**src/rtl/line_delay_if.sv**
```systemverilog
// Bundles the pixel-in stream, the FIFO port and the pixel-pair output of line_delay_ctrl.
// slave = controller view, master = environment (source, FIFO, sink) view.
interface line_delay_if #(
    parameter int DATA_W = 8,
    parameter int COL_W  = 11
);
    // Streams use valid/ready: a beat moves on a clk edge where in_vld & in_rdy;
    // the FIFO moves on fifo_wr_en / fifo_rd_en alone; out_vld is a one-cycle strobe.
    logic              in_vld;
    logic [DATA_W-1:0] in_data;
    logic              in_eol;
    logic              in_eof;
    logic              in_rdy;

    logic              fifo_wr_en;
    logic [DATA_W-1:0] fifo_wr_data;
    logic              fifo_wr_vld;
    logic              fifo_rd_en;
    logic [DATA_W-1:0] fifo_rd_data;
    logic              fifo_rd_vld;

    logic              out_vld;
    logic [DATA_W-1:0] out_cur;
    logic [DATA_W-1:0] out_prev;
    logic              out_first;
    logic              out_eol;
    logic              out_eof;
    logic              err_len;
    logic              err_ovf;

    logic [2:0]        dbg_state;
    logic [COL_W:0]    dbg_occ;

    modport slave (
        input  in_vld, in_data, in_eol, in_eof, fifo_wr_vld, fifo_rd_data, fifo_rd_vld,
        output in_rdy, fifo_wr_en, fifo_wr_data, fifo_rd_en,
        output out_vld, out_cur, out_prev, out_first, out_eol, out_eof, err_len, err_ovf,
        output dbg_state, dbg_occ
    );

    modport master (
        output in_vld, in_data, in_eol, in_eof, fifo_wr_vld, fifo_rd_data, fifo_rd_vld,
        input  in_rdy, fifo_wr_en, fifo_wr_data, fifo_rd_en,
        input  out_vld, out_cur, out_prev, out_first, out_eol, out_eof, err_len, err_ovf,
        input  dbg_state, dbg_occ
    );
endinterface

```
**src/rtl/line_delay_ctrl.sv**
```systemverilog
// One-line delay controller around a prefetch FIFO: pairs each pixel with the pixel above it.
// Optional macro LINE_DELAY_EDGE_REPLICATE_EN: replicate current pixel when no line above exists.
module line_delay_ctrl #(
    parameter int DATA_W = 8,
    parameter int COL_W  = 11,
    parameter int DEPTH  = 2048
) (
    input  logic         clk,
    input  logic         rst_n,
    line_delay_if.slave  bus
);
    typedef enum logic [2:0] {
        IDLE  = 3'd0,
        FILL  = 3'd1,
        RUN   = 3'd2,
        SKIP  = 3'd3,
        DRAIN = 3'd4
    } state_t;

    localparam logic [COL_W:0] ONE     = {{COL_W{1'b0}}, 1'b1};
    localparam logic [COL_W:0] OCC_MAX = DEPTH[COL_W:0];

    state_t            state;
    logic [COL_W-1:0]  col;
    logic [COL_W:0]    line_len;
    logic [COL_W:0]    skip_cnt;
    logic [COL_W:0]    occ;
    logic [COL_W:0]    col_nxt;
    logic              in_rdy;
    logic              acc;
    logic              in_fill;
    logic              can_read;
    logic              rd_en;
    logic [DATA_W-1:0] edge_val;

    assign col_nxt  = {1'b0, col} + ONE;
    assign in_rdy   = bus.fifo_wr_vld & (state != DRAIN) & (state != SKIP);
    assign acc      = bus.in_vld & in_rdy;
    assign in_fill  = (state == IDLE) | (state == FILL);
    assign can_read = (state == RUN) & bus.fifo_rd_vld & ({1'b0, col} < line_len);

`ifdef LINE_DELAY_EDGE_REPLICATE_EN
    assign edge_val = bus.in_data;
`else
    assign edge_val = '0;
`endif

    always_comb begin
        rd_en = 1'b0;
        case (state)
            RUN:     rd_en = acc & can_read;
            SKIP:    rd_en = bus.fifo_rd_vld & (skip_cnt != '0);
            DRAIN:   rd_en = bus.fifo_rd_vld;
            default: rd_en = 1'b0;
        endcase
    end

    assign bus.in_rdy       = in_rdy;
    assign bus.fifo_wr_en   = acc;
    assign bus.fifo_wr_data = bus.in_data;
    assign bus.fifo_rd_en   = rd_en;
    assign bus.dbg_state    = state;
    assign bus.dbg_occ      = occ;

    always_ff @(posedge clk) begin
        if (!rst_n) begin
            state         <= IDLE;
            col           <= '0;
            line_len      <= '0;
            skip_cnt      <= '0;
            occ           <= '0;
            bus.out_vld   <= 1'b0;
            bus.out_cur   <= '0;
            bus.out_prev  <= '0;
            bus.out_first <= 1'b0;
            bus.out_eol   <= 1'b0;
            bus.out_eof   <= 1'b0;
            bus.err_len   <= 1'b0;
            bus.err_ovf   <= 1'b0;
        end else begin
            // Simultaneous write and read leave occupancy unchanged.
            if (acc && !rd_en && occ != OCC_MAX)
                occ <= occ + ONE;
            else if (!acc && rd_en && occ != '0)
                occ <= occ - ONE;

            bus.out_vld <= acc;
            if (acc) begin
                bus.out_cur   <= bus.in_data;
                bus.out_prev  <= can_read ? bus.fifo_rd_data : edge_val;
                bus.out_first <= in_fill;
                bus.out_eol   <= bus.in_eol;
                bus.out_eof   <= bus.in_eof;
            end

            if (bus.in_vld && !in_rdy)
                bus.err_ovf <= 1'b1;

            case (state)
                IDLE, FILL: begin
                    if (acc) begin
                        if (bus.in_eol) begin
                            line_len <= col_nxt;
                            col      <= '0;
                            state    <= bus.in_eof ? DRAIN : RUN;
                        end else begin
                            col   <= col_nxt[COL_W-1:0];
                            state <= FILL;
                        end
                    end
                end
                RUN: begin
                    if (acc) begin
                        if (!can_read)
                            bus.err_len <= 1'b1;
                        if (bus.in_eol) begin
                            col <= '0;
                            if (col_nxt < line_len)
                                bus.err_len <= 1'b1;
                            // A short line leaves stale entries of the line above; flush them.
                            if (bus.in_eof)
                                state <= DRAIN;
                            else if (col_nxt < line_len) begin
                                skip_cnt <= line_len - col_nxt;
                                state    <= SKIP;
                            end
                        end else begin
                            col <= col_nxt[COL_W-1:0];
                        end
                    end
                end
                SKIP: begin
                    if (rd_en) begin
                        skip_cnt <= skip_cnt - ONE;
                        if (skip_cnt == ONE)
                            state <= RUN;
                    end else begin
                        state <= RUN;
                    end
                end
                DRAIN: begin
                    if (occ == '0)
                        state <= IDLE;
                end
                default: state <= IDLE;
            endcase
        end
    end
endmodule
```
**src/flat_wrapper.sv**
```systemverilog
// flat-port wrapper written by rule: the top's interface ports become plain ports
module line_delay_ctrl_flat 
#(
    parameter int DATA_W = 8,
    parameter int COL_W  = 11,
    parameter int DEPTH  = 2048
)
  (clk, rst_n, bus_in_vld, bus_in_data, bus_in_eol, bus_in_eof, bus_fifo_wr_vld, bus_fifo_rd_data, bus_fifo_rd_vld, bus_in_rdy, bus_fifo_wr_en, bus_fifo_wr_data, bus_fifo_rd_en, bus_out_vld, bus_out_cur, bus_out_prev, bus_out_first, bus_out_eol, bus_out_eof, bus_err_len, bus_err_ovf, bus_dbg_state, bus_dbg_occ);
  line_delay_if #(.DATA_W(DATA_W), .COL_W(COL_W)) bus_i ();
  input  logic clk;
  input  logic rst_n;
  input wire logic [$bits(bus_i.in_vld)-1:0] bus_in_vld;
  input wire logic [$bits(bus_i.in_data)-1:0] bus_in_data;
  input wire logic [$bits(bus_i.in_eol)-1:0] bus_in_eol;
  input wire logic [$bits(bus_i.in_eof)-1:0] bus_in_eof;
  input wire logic [$bits(bus_i.fifo_wr_vld)-1:0] bus_fifo_wr_vld;
  input wire logic [$bits(bus_i.fifo_rd_data)-1:0] bus_fifo_rd_data;
  input wire logic [$bits(bus_i.fifo_rd_vld)-1:0] bus_fifo_rd_vld;
  output wire logic [$bits(bus_i.in_rdy)-1:0] bus_in_rdy;
  output wire logic [$bits(bus_i.fifo_wr_en)-1:0] bus_fifo_wr_en;
  output wire logic [$bits(bus_i.fifo_wr_data)-1:0] bus_fifo_wr_data;
  output wire logic [$bits(bus_i.fifo_rd_en)-1:0] bus_fifo_rd_en;
  output wire logic [$bits(bus_i.out_vld)-1:0] bus_out_vld;
  output wire logic [$bits(bus_i.out_cur)-1:0] bus_out_cur;
  output wire logic [$bits(bus_i.out_prev)-1:0] bus_out_prev;
  output wire logic [$bits(bus_i.out_first)-1:0] bus_out_first;
  output wire logic [$bits(bus_i.out_eol)-1:0] bus_out_eol;
  output wire logic [$bits(bus_i.out_eof)-1:0] bus_out_eof;
  output wire logic [$bits(bus_i.err_len)-1:0] bus_err_len;
  output wire logic [$bits(bus_i.err_ovf)-1:0] bus_err_ovf;
  output wire logic [$bits(bus_i.dbg_state)-1:0] bus_dbg_state;
  output wire logic [$bits(bus_i.dbg_occ)-1:0] bus_dbg_occ;
  assign bus_i.in_vld = bus_in_vld;
  assign bus_i.in_data = bus_in_data;
  assign bus_i.in_eol = bus_in_eol;
  assign bus_i.in_eof = bus_in_eof;
  assign bus_i.fifo_wr_vld = bus_fifo_wr_vld;
  assign bus_i.fifo_rd_data = bus_fifo_rd_data;
  assign bus_i.fifo_rd_vld = bus_fifo_rd_vld;
  assign bus_in_rdy = bus_i.in_rdy;
  assign bus_fifo_wr_en = bus_i.fifo_wr_en;
  assign bus_fifo_wr_data = bus_i.fifo_wr_data;
  assign bus_fifo_rd_en = bus_i.fifo_rd_en;
  assign bus_out_vld = bus_i.out_vld;
  assign bus_out_cur = bus_i.out_cur;
  assign bus_out_prev = bus_i.out_prev;
  assign bus_out_first = bus_i.out_first;
  assign bus_out_eol = bus_i.out_eol;
  assign bus_out_eof = bus_i.out_eof;
  assign bus_err_len = bus_i.err_len;
  assign bus_err_ovf = bus_i.err_ovf;
  assign bus_dbg_state = bus_i.dbg_state;
  assign bus_dbg_occ = bus_i.dbg_occ;
  line_delay_ctrl #(.DATA_W(DATA_W), .COL_W(COL_W), .DEPTH(DEPTH)) u_core (.clk(clk), .rst_n(rst_n), .bus(bus_i));
endmodule
```
**config.mk**
```make
export PLATFORM = sky130hd
export DESIGN_NAME = line_delay_ctrl_flat
export DESIGN_NICKNAME = d
export VERILOG_FILES = /design/src/rtl/line_delay_if.sv /design/src/rtl/line_delay_ctrl.sv /design/src/flat_wrapper.sv
export SDC_FILE = /design/constraint.sdc
export NUM_CORES = 1
export LEC_CHECK = 0
export BUFFER_PORTS_ARGS = -buffer_cell sky130_fd_sc_hd__clkbuf_2
export CAP_MARGIN = 20
export CORE_UTILIZATION = 45
export DETAILED_ROUTE_END_ITERATION = 16
export PLACE_DENSITY = 0.66
export SYNTH_ARGS = -nofsm -noshare
export SYNTH_HDL_FRONTEND = slang
export SYNTH_SLANG_ARGS = --single-unit
```
**constraint.sdc**
```tcl
create_clock -name clk -period 4.3 [get_ports clk]
set_input_delay 0.645 -clock clk [delete_from_list [all_inputs] [get_ports clk]]
set_output_delay 0.645 -clock clk [all_outputs]
set_load 0.1 [all_outputs]
```
Yosys cells after proc, flatten, opt, wreduce, memory -nomap -nowiden
Cells that the tools add are included.
Word-level totals
  output and inout port bits: 48
  register bits: 72
  input port bits: 23
  logic and storage cells: 91
Operators by class
  equality and inequality tests: 17
  add/subtract/negate cells: 5
  multiplexer cells: 25
  bitwise gates (word level): 8
  reduce and logical (&&, ||, !) cells: 21
  $lt $le $gt $ge: 2
Operators with widths (count)
  $mux 12: 7
  $mux 3: 10
  $pmux 12 s2: 1
  $reduce_bool 12->1: 2
  $sub 12x1->12 const B: 2
  $add 11x1->12 const B: 1
  $add 12x1->12 const B: 1
  $eq 12x1->1 const B: 1
  $logic_not 12->1: 1
  $lt 11x12->1: 1
  $lt 12x12->1: 1
  $ne 12x12->1 const B: 1
  $pmux 3 s4: 1
  $reduce_and 6->1: 2
  $sub 12x12->12: 1
  $mux 11: 1
  $ne 3x3->1 const B: 3
  $mux 8: 1
  $ne 2x1->1 const B: 4
  $and 1x1->1: 7
  $eq 3x2->1 const B: 2
  $ne 2x2->1 const B: 3
  $logic_and 1x1->1: 5
  $reduce_and 2->1: 2
  12 further kinds: 17

Longest topological paths before layout
Gate-level depths: netlist of the first run.
  depth in word-level cells: 10
  mapped depth: 16
  mapped depth without buffers: 16

Worst setup path after synthesis of the first run
OpenSTA, ideal clock, no wires.
  kind: register to register
  from: register u_core.state[2] (netlist: u_core.bus.dbg_state[2])
  to: register u_core.occ[11] (netlist: u_core.bus.dbg_occ[11])
  path slack: 0.154 ns
  cell stages (with the launch flop): 17
  buffers on the path: 1
  data required time: 4.172 ns
  period minus slack after synthesis: 4.146 ns
  arrival time: 4.017 ns
  path through: dfxtp_1 inv_2 and3_1 buf_2 or3_1 inv_2 o221ai_1 nor2_1 inv_1 ha_1 o211ai_1 o21ai_1 o2111ai_1 a31oi_1 or3b_1 a21oi_1 nor3b_2
On the way
  cells in the longest elaborated chain, start to end: 10
RTL lines
  from (decl): RTL line line_delay_ctrl.sv:23  | state_t state;
  from (signal assigned): RTL line line_delay_ctrl.sv:105  | state <= bus.in_eof ? DRAIN : RUN;
  $ne 3x3->1: RTL line line_delay_ctrl.sv:37  | assign in_rdy = bus.fifo_wr_vld & (state != DRAIN) & (state != SKIP);
  $and 1x1->1 (2 in series): RTL line line_delay_ctrl.sv:37
  $and 1x1->1: RTL line line_delay_ctrl.sv:38  | assign acc = bus.in_vld & in_rdy;
  $and 1x1->1: RTL line line_delay_ctrl.sv:51  | RUN: rd_en = acc & can_read;
  $pmux 1 s3: RTL line line_delay_ctrl.sv:50  | case (state)
  $logic_not 1->1: RTL line line_delay_ctrl.sv:82  | if (acc && !rd_en && occ != OCC_MAX)
  $logic_and 1x1->1 (2 in series): RTL line line_delay_ctrl.sv:82
  $mux 12 or $reduce_bool 2->1 (tied branches)
  to (signal assigned): RTL line line_delay_ctrl.sv:83  | occ <= occ + ONE;
  to (signal assigned): RTL line line_delay_ctrl.sv:85  | occ <= occ - ONE;
  to (decl): RTL line line_delay_ctrl.sv:27  | logic [COL_W:0] occ;
Several ways; a longest one is shown, not always the timed one.
A chain may end at the register's enable or synchronous reset.

Final worst setup path of the first run
Same ends and word-level chain as after synthesis.

==> results.rst, run 1 <==
.. list-table::
   :header-rows: 1

   * - Metric
     - Value
   * - Die width
     - 103.5 um
   * - Area taken by flip-flops and latches
     - 1443 um2
   * - Combined global-route utilization of all metal layers
     - 21.75%
   * - Area growth, synth to finish
     - 11.98%
   * - Total Die Area
     - 10720 um2
   * - Number of buffer cells added on primary ports
     - 70
   * - Cell count after synthesis
     - 600
   * - Core area
     - 9864 um2
   * - Tightest hold margin
     - 0.4554 ns
   * - Max VDD drop
     - 0.3228 mV
   * - DRC violations left
     - 0
   * - Proportion of netlist area held by the largest area contributor
     - 31.08%
   * - Filler cell count in the final layout
     - 956
   * - Cell type with the largest total area after synthesis
     - sky130_fd_sc_hd__dfxtp_1
   * - Number of buffers added by the clock tree synthesis step
     - 9
   * - Clock latency on the worst-skew pair
     - 0.36 ns
   * - Number of global-route vias before repair
     - 4094
   * - 1st-iter DRT viols
     - 220
   * - Hold-fix buffers at CTS
     - 0
   * - Worst slew margin
     - 55.10%
   * - # H-tree levels
     - 3
   * - Number of antenna violations at the first check in global routing
     - 0
   * - Cell types with the largest area share after synthesis
     - sky130_fd_sc_hd__dfxtp_1 31%, sky130_fd_sc_hd__ha_1 10%, sky130_fd_sc_hd__a21oi_1 7.3%
   * - Post-layout minimum cycle time
     - 3.953 ns
   * - Layout cell share with drive strength beyond 1
     - 15.77%
   * - Reported leakage power
     - 0.002144 uW
   * - Vias
     - 4372
   * - Average detailed-routed wire length per instance
     - 14.50 um
   * - Worst path required time
     - 4.54 ns
   * - Multi-input combinational cell area
     - 2909 um2
   * - Count of state elements after synthesis
     - 72
   * - FP Rows
     - 36
   * - Kind of critical path
     - flip-flop to flip-flop
   * - Final hold viol count
     - 0
   * - Highest cell delay on the worst timing path
     - 0.52 ns
   * - Power density over the cells
     - 383.1 nW/um2
   * - Nature of the critical path startpoint
     - flip-flop
   * - CTS Root Buffer Type
     - sky130_fd_sc_hd__clkbuf_8
   * - Crit share post-route
     - 91.93%
   * - Number of synthesis warnings
     - 0
   * - Critical path fanouts, max
     - 10
   * - Unique cell type count in the Yosys netlist
     - 59
   * - Number of enable flip-flop cells after synthesis
     - 0
   * - Total count of max-transition violations in the final report
     - 0
   * - Worst clock skew
     - 0.007930 ns
   * - Number of max-cap violations
     - 0
   * - Aggregate negative setup slack
     - 0 ns
   * - Detailed placer's ending HPWL
     - 8466 um
   * - Most frequent cell on the critical path
     - sky130_fd_sc_hd__inv_2
   * - Worst slew pin tran
     - 0.6735 ns
   * - Netlist Area Pre-Place
     - 4638 um2
   * - Number of post-CTS setup repair buffers
     - 0
   * - WL final
     - 11390 um
   * - CTS sink cnt
     - 72
   * - Post-CTS resize count
     - 0
   * - Worst setup EP type
     - flip-flop
   * - CTS tree
     - yes
   * - # diodes
     - 0
   * - Initial DRT Pass Iterations
     - 5
   * - Setup repair after global routing missed its margin
     - false
   * - Maximum number of pins on one net before global-route repair
     - 40
   * - Overflow after GRT
     - 0
   * - Sequential element share of the synthesized area
     - 31.08%
   * - Antenna Nets Post-Route
     - 0
   * - Number of failing setup endpoints in the final timing report
     - 0
   * - Deepest clock path buffer count
     - 2
   * - Mean number of vias per cell
     - 5.562
   * - Leading post-synthesis cells by instance count
     - 72 x sky130_fd_sc_hd__dfxtp_1, 72 x sky130_fd_sc_hd__nand2_1, 68 x sky130_fd_sc_hd__a21oi_1
   * - Clock-pin slew of the registers on the worst-case setup and hold paths
     - 0.08 ns
   * - Critical-path cell list
     - inv_2 > and3_1 > or3_1 > inv_2 > o221ai_1 > nor2_1 > inv_1 > ha_1 > o211ai_1 > o21ai_1 > o2111ai_1 > a31oi_1 > or3b_1 > a21oi_1 > nor3b_2
   * - Cell family with the largest share of critical-path delay
     - simple AND/OR/NAND/NOR gates
   * - Status
     - finished, final reports clean
   * - Fraction of synthesis flops using an asynchronous set or reset pin
     - 0%
   * - Net total in the final layout
     - 711
   * - Net count after synthesis
     - 662
   * - First-pass GRT wire length
     - 19220 um
   * - Placer Congestion
     - 0.8725
   * - Min-delay worst type
     - flip-flop to flip-flop
   * - Crit path max-delay cell type
     - sky130_fd_sc_hd__dfxtp_1
   * - Synthesized area per cell
     - 7.730 um2
   * - Number of buffer and inverter instances along the worst setup path
     - 3
   * - Die Height
     - 103.5 um
   * - Primary flip-flop cell chosen by synthesis mapping
     - sky130_fd_sc_hd__dfxtp_1
   * - Boundary Pins
     - 71
   * - Starting density of the core
     - 47.02%
   * - Max Clock Freq
     - 253.0 MHz
   * - Worst endpoint data arrival time
     - 4.19 ns
metal layers:
metal	vias up	GRT usage, %	routed length [um]
met3	20	3.965	460
li1	2233	-	-
met2	83	36.39	5379
met1	2036	28.24	5332
met4	0	6.936	222
met5	-	0	0
path summary, 6_finish.rpt:
| path | from | slack (ns) | depth (start not counted) | end |
|---|---|---|---|---|
| setup reg to reg | u_core.bus.dbg_state[2] | 0.35 | 15 | u_core.bus.dbg_occ[11] |
| hold / removal | u_core.bus.out_prev[4] | 0.46 | 2 | u_core.bus.out_prev[4] |
| setup / recovery | u_core.bus.dbg_state[2] | 0.35 | 15 | u_core.bus.dbg_occ[11] |
| hold reg to reg | u_core.bus.out_prev[4] | 0.46 | 2 | u_core.bus.out_prev[4] |
placed cells by master, fill, tap and decap left out, types with 3 or more instances in the layout:
cell,Yosys,routed
sky130_fd_sc_hd__nor2b_1,4,4
sky130_fd_sc_hd__xnor2_1,16,16
sky130_fd_sc_hd__and3_1,4,4
sky130_fd_sc_hd__nor2_1,58,58
sky130_fd_sc_hd__a211oi_1,15,15
sky130_fd_sc_hd__a31oi_1,6,6
sky130_fd_sc_hd__nor3_1,17,17
sky130_fd_sc_hd__dfxtp_1,72,71
sky130_fd_sc_hd__nor4_1,9,8
sky130_fd_sc_hd__o21ai_0,13,13
sky130_fd_sc_hd__buf_4,9,7
sky130_fd_sc_hd__nand3_1,22,22
sky130_fd_sc_hd__o22ai_1,3,3
sky130_fd_sc_hd__clkbuf_2,0,70
sky130_fd_sc_hd__xor2_1,11,11
sky130_fd_sc_hd__o211ai_1,9,9
sky130_fd_sc_hd__o21a_1,3,3
sky130_fd_sc_hd__a21oi_1,68,68
sky130_fd_sc_hd__nand2b_1,8,8
sky130_fd_sc_hd__mux2i_1,5,5
sky130_fd_sc_hd__o21ai_1,17,17
sky130_fd_sc_hd__clkbuf_8,0,10
sky130_fd_sc_hd__nand2_1,72,72
sky130_fd_sc_hd__o31ai_1,7,7
sky130_fd_sc_hd__a211o_1,4,4
sky130_fd_sc_hd__nand4_1,6,6
sky130_fd_sc_hd__or4_1,3,3
sky130_fd_sc_hd__a21o_1,8,8
sky130_fd_sc_hd__inv_1,24,24
sky130_fd_sc_hd__ha_1,37,37
sky130_fd_sc_hd__or3_1,6,6
metrics by stage:
step	utilization (%)	instances	setup WS [ns]	power (uW)	instance area, um2
after floorplan	-	600	0.1544	1387	4638
after global routing	52.65	786	0.04969	2103	5194
after global placement	50.90	771	0.5301	1514	5021
after CTS	52.64	786	0.3399	2004	5192
after detailed placement	50.90	771	0.3674	1521	5021
final	52.65	786	0.3470	1990	5194
area by class of cell:
class,instances,area share [%]
multi-input cells,462,56.01
flip-flops and latches,72,27.78
repair buffers,77,7.757
well taps,133,3.204
clock buffers,10,2.650
inverters,27,1.951
clock inverters,5,0.6504
worst min-delay path: cells and delay by family, from the launching register on:
| kind | cells | cell delay, ns |
|---|---|---|
| AND/OR/NAND/NOR | 1 | 0.05 |
| AO/OA/AOI/OAI | 1 | 0.05 |
| flip-flops | 1 | 0.31 |
report_power, final:
part	internal [uW]	switching, uW
Combinational	228	537
Sequential	703	40.5
Clock	220	260
state kept, by name, summed over array words and instances, names as in the netlist, 3 cells and up:
name and cells:
u_core.col 11, u_core.bus.dbg_state 3, u_core.bus.out_cur 8, u_core.skip_cnt 12
u_core.line_len 12, u_core.bus.out_prev 8, u_core.bus.dbg_occ 12
logic make-up (layout without fill, tap and decap cells):
family          Yosys count  count (layout)  synth area share (%)
mux                       5               5                 1.079
buf+inv                  66             119                 6.339
compound gates          172             172                 23.58
flops                    72              72                 31.08
xor+xnor                 27              27                 5.098
fa+ha+maj                39              39                 10.84
simple gates            219             219                 21.99
No activity file was read; power rests on OpenSTA's default activity.
==> run 2, diff against run 1 <==
--- a/config.mk
+++ b/config.mk
@@ -9,7 +9,7 @@
 export CAP_MARGIN = 20
 export CORE_UTILIZATION = 45
 export DETAILED_ROUTE_END_ITERATION = 16
-export PLACE_DENSITY = 0.66
+export PLACE_DENSITY = 0.77
 export SYNTH_ARGS = -nofsm -noshare
 export SYNTH_HDL_FRONTEND = slang
 export SYNTH_SLANG_ARGS = --single-unit
==> results.rst, run 2 (synthesized netlist as in run 1, its figures left out) <==
.. list-table::
   :header-rows: 1

   * - Metric
     - Value
   * - Status
     - finished, final reports clean
   * - Total count of max-transition violations in the final report
     - 0 (unchanged)
   * - Number of failing setup endpoints in the final timing report
     - 0 (unchanged)
   * - Deepest clock path buffer count
     - 2 (unchanged)
   * - Mean number of vias per cell
     - 5.698 (+2.4%)
   * - DRC violations left
     - 0 (unchanged)
   * - Area growth, synth to finish
     - 12.36%
   * - Maximum number of pins on one net before global-route repair
     - 30 (-25%)
   * - First-pass GRT wire length
     - 20010 um (+4.1%)
   * - Max VDD drop
     - 0.3838 mV (+19%)
   * - Hold-fix buffers at CTS
     - 0 (unchanged)
   * - Boundary Pins
     - 71 (unchanged)
   * - Flop-to-flop setup slack
     - 0.37 ns (+0.02 ns)
   * - Reported leakage power
     - 0.002161 uW (+0.82%)
   * - Clock-pin slew of the registers on the worst-case setup and hold paths
     - 0.08 ns (about the same)
   * - Cell count after placement
     - 770 (-0.13%)
   * - Setup repair after global routing missed its margin
     - false
   * - Kind of critical path
     - flip-flop to flip-flop
   * - Number of buffers added by the clock tree synthesis step
     - 9 (unchanged)
   * - Highest-count cells in the layout ignoring fill and taps
     - 72 x sky130_fd_sc_hd__nand2_1, 71 x sky130_fd_sc_hd__dfxtp_1, 70 x sky130_fd_sc_hd__clkbuf_2
   * - Critical path fanouts, max
     - 10 (unchanged)
   * - FF-to-FF End
     - u_core.bus.dbg_occ[11]
   * - Worst slew margin
     - 38.35% (-17 points)
   * - Number of global-route vias before repair
     - 4219 (+3.1%)
   * - Aggregate negative setup slack
     - 0 ns (unchanged)
   * - Number of max-cap violations
     - 0 (unchanged)
   * - FP Rows
     - 36 (unchanged)
   * - Number of buffer cells added on primary ports
     - 70 (unchanged)
   * - Worst setup EP type
     - flip-flop
   * - Nature of the critical path startpoint
     - flip-flop
   * - HP Start
     - u_core.bus.out_first
   * - # diodes
     - 0 (unchanged)
   * - Max Clock Freq
     - 254.3 MHz (+0.52%)
   * - Filler cell count in the final layout
     - 941 (-1.6%)
   * - 1st-iter DRT viols
     - 256 (+16%)
   * - Non-filler cells, final
     - 786 (unchanged)
   * - CTS tree
     - yes
   * - Worst r2r src
     - u_core.bus.dbg_state[2]
   * - Min-delay worst type
     - flip-flop to flip-flop
   * - Initial DRT Pass Iterations
     - 4 (-1)
   * - Die width
     - 103.5 um (unchanged)
   * - WL final
     - 11780 um (+3.4%)
   * - Net total in the final layout
     - 710 (-0.14%)
   * - Combined global-route utilization of all metal layers
     - 22.57% (+0.83 points)
   * - Detailed placer's ending HPWL
     - 8748 um (+3.3%)
   * - Layout cell share with drive strength beyond 1
     - 15.77% (unchanged)
   * - Hold Path Depth
     - 2 (unchanged)
   * - Total Die Area
     - 10720 um2 (unchanged)
   * - Worst Reg2Reg Path Length in Cells
     - 15 (unchanged)
   * - CTS sink cnt
     - 72 (unchanged)
   * - Worst path required time
     - 4.54 ns (about the same)
   * - Clock latency on the worst-skew pair
     - 0.36 ns (about the same)
   * - Die Height
     - 103.5 um (unchanged)
   * - Average detailed-routed wire length per instance
     - 14.99 um (+3.4%)
   * - Post-layout minimum cycle time
     - 3.933 ns (-0.02038 ns)
   * - Vias
     - 4479 (+2.4%)
   * - # H-tree levels
     - 3 (unchanged)
   * - Antenna Nets Post-Route
     - 0 (unchanged)
   * - Power density over the cells
     - 396.2 nW/um2 (+3.4%)
   * - Placer Congestion
     - 0.9504 (+8.9%)
   * - Worst clock skew
     - 0.01319 ns (+0.005255 ns)
   * - CTS Root Buffer Type
     - sky130_fd_sc_hd__clkbuf_8
   * - Number of post-CTS setup repair buffers
     - 0 (unchanged)
   * - Worst endpoint data arrival time
     - 4.17 ns (-0.02 ns)
   * - Number of antenna violations at the first check in global routing
     - 0 (unchanged)
   * - Core area
     - 9864 um2 (unchanged)
   * - Starting density of the core
     - 47.02% (unchanged)
   * - Most frequent standard cell in the layout excluding fill and tap cells
     - sky130_fd_sc_hd__nand2_1
   * - Final hold viol count
     - 0 (unchanged)
   * - Endpoint of the worst hold path
     - u_core.bus.out_first
   * - Overflow after GRT
     - 0 (unchanged)
   * - Crit share post-route
     - 91.46% (-0.47 points)
   * - Worst slew pin tran
     - 0.9221 ns (+0.2487 ns)
-- run 2: worst max-delay path, cell delays in order, from the launching register on --
cell and delay [ns]:
sky130_fd_sc_hd__dfxtp_1 0.49, sky130_fd_sc_hd__inv_2 0.10, sky130_fd_sc_hd__and3_1 0.32, sky130_fd_sc_hd__or3_1 0.43, sky130_fd_sc_hd__inv_2 0.07, sky130_fd_sc_hd__o221ai_1 0.14, sky130_fd_sc_hd__nor2_1 0.19, sky130_fd_sc_hd__inv_1 0.21
sky130_fd_sc_hd__ha_1 0.42, sky130_fd_sc_hd__o211ai_1 0.12, sky130_fd_sc_hd__o21ai_1 0.27, sky130_fd_sc_hd__o2111ai_1 0.19, sky130_fd_sc_hd__a31oi_1 0.20, sky130_fd_sc_hd__or3b_1 0.38, sky130_fd_sc_hd__a21oi_1 0.20, sky130_fd_sc_hd__nor3b_2 0.07
-- run 2: worst max-delay path by stage --
stage                                       start                endpoint  slack, ns
final                     u_core.bus.dbg_state[2]  u_core.bus.dbg_occ[11]       0.37
after global routing      u_core.bus.dbg_state[1]  u_core.bus.dbg_occ[11]       0.04
after CTS                 u_core.bus.dbg_state[1]  u_core.bus.dbg_occ[11]       0.31
after detailed placement  u_core.bus.dbg_state[1]  u_core.bus.dbg_occ[11]       0.33
after global placement                 bus_in_vld  u_core.bus.dbg_occ[11]       0.53
after floorplan           u_core.bus.dbg_state[2]  u_core.bus.dbg_occ[11]       0.15
-- run 2: timing repair --
item / CTS / global route
endpoints found under the setup margin: 0 / 1
gates resized for setup: 0 / 1
hold endpoints to repair: 0 / 0
-- run 2: final cells by class --
| cell class | instances | area, um2 | share of cell area (%) |
|---|---|---|---|
| Clock buffer | 10 | 137.6 | 2.641 |
| Clock inverter | 6 | 58.81 | 1.128 |
| Inverter | 27 | 101.3 | 1.945 |
| Multi-Input combinational cell | 462 | 2909 | 55.82 |
| Sequential cell | 72 | 1443 | 27.68 |
| Tap cell | 133 | 166.4 | 3.193 |
| Timing Repair Buffer | 76 | 395.4 | 7.587 |
-- run 2: report_power, final --
part | switching [uW] | leakage [uW] | internal [uW]
sequential | 42.1 | 0.000585 | 703
combinational | 543 | 0.00147 | 228
clock | 267 | 0.000106 | 281
total | 852 | 0.00216 | 1210
-- run 2: through the flow --
step	utilization (%)	area, um2	power [uW]	hold slack, ns	worst slack (ns)
after floorplan	-	4638	1387	0.4533	0.1544
after global placement	50.82	5014	1521	0.4395	0.5317
after detailed placement	50.82	5014	1526	0.4475	0.3333
after CTS	52.82	5210	2076	0.4593	0.3099
after global routing	52.83	5211	2177	0.4781	0.03825
final	52.83	5211	2064	0.4590	0.3674
-- run 2: layer usage --
layer	wire length, um	track usage [%]	up-vias
met4	246	9.731	0
met1	5295	29.69	2091
li1	-	-	2234
met3	621	3.650	24
met5	0	0	-
met2	5615	36.48	130
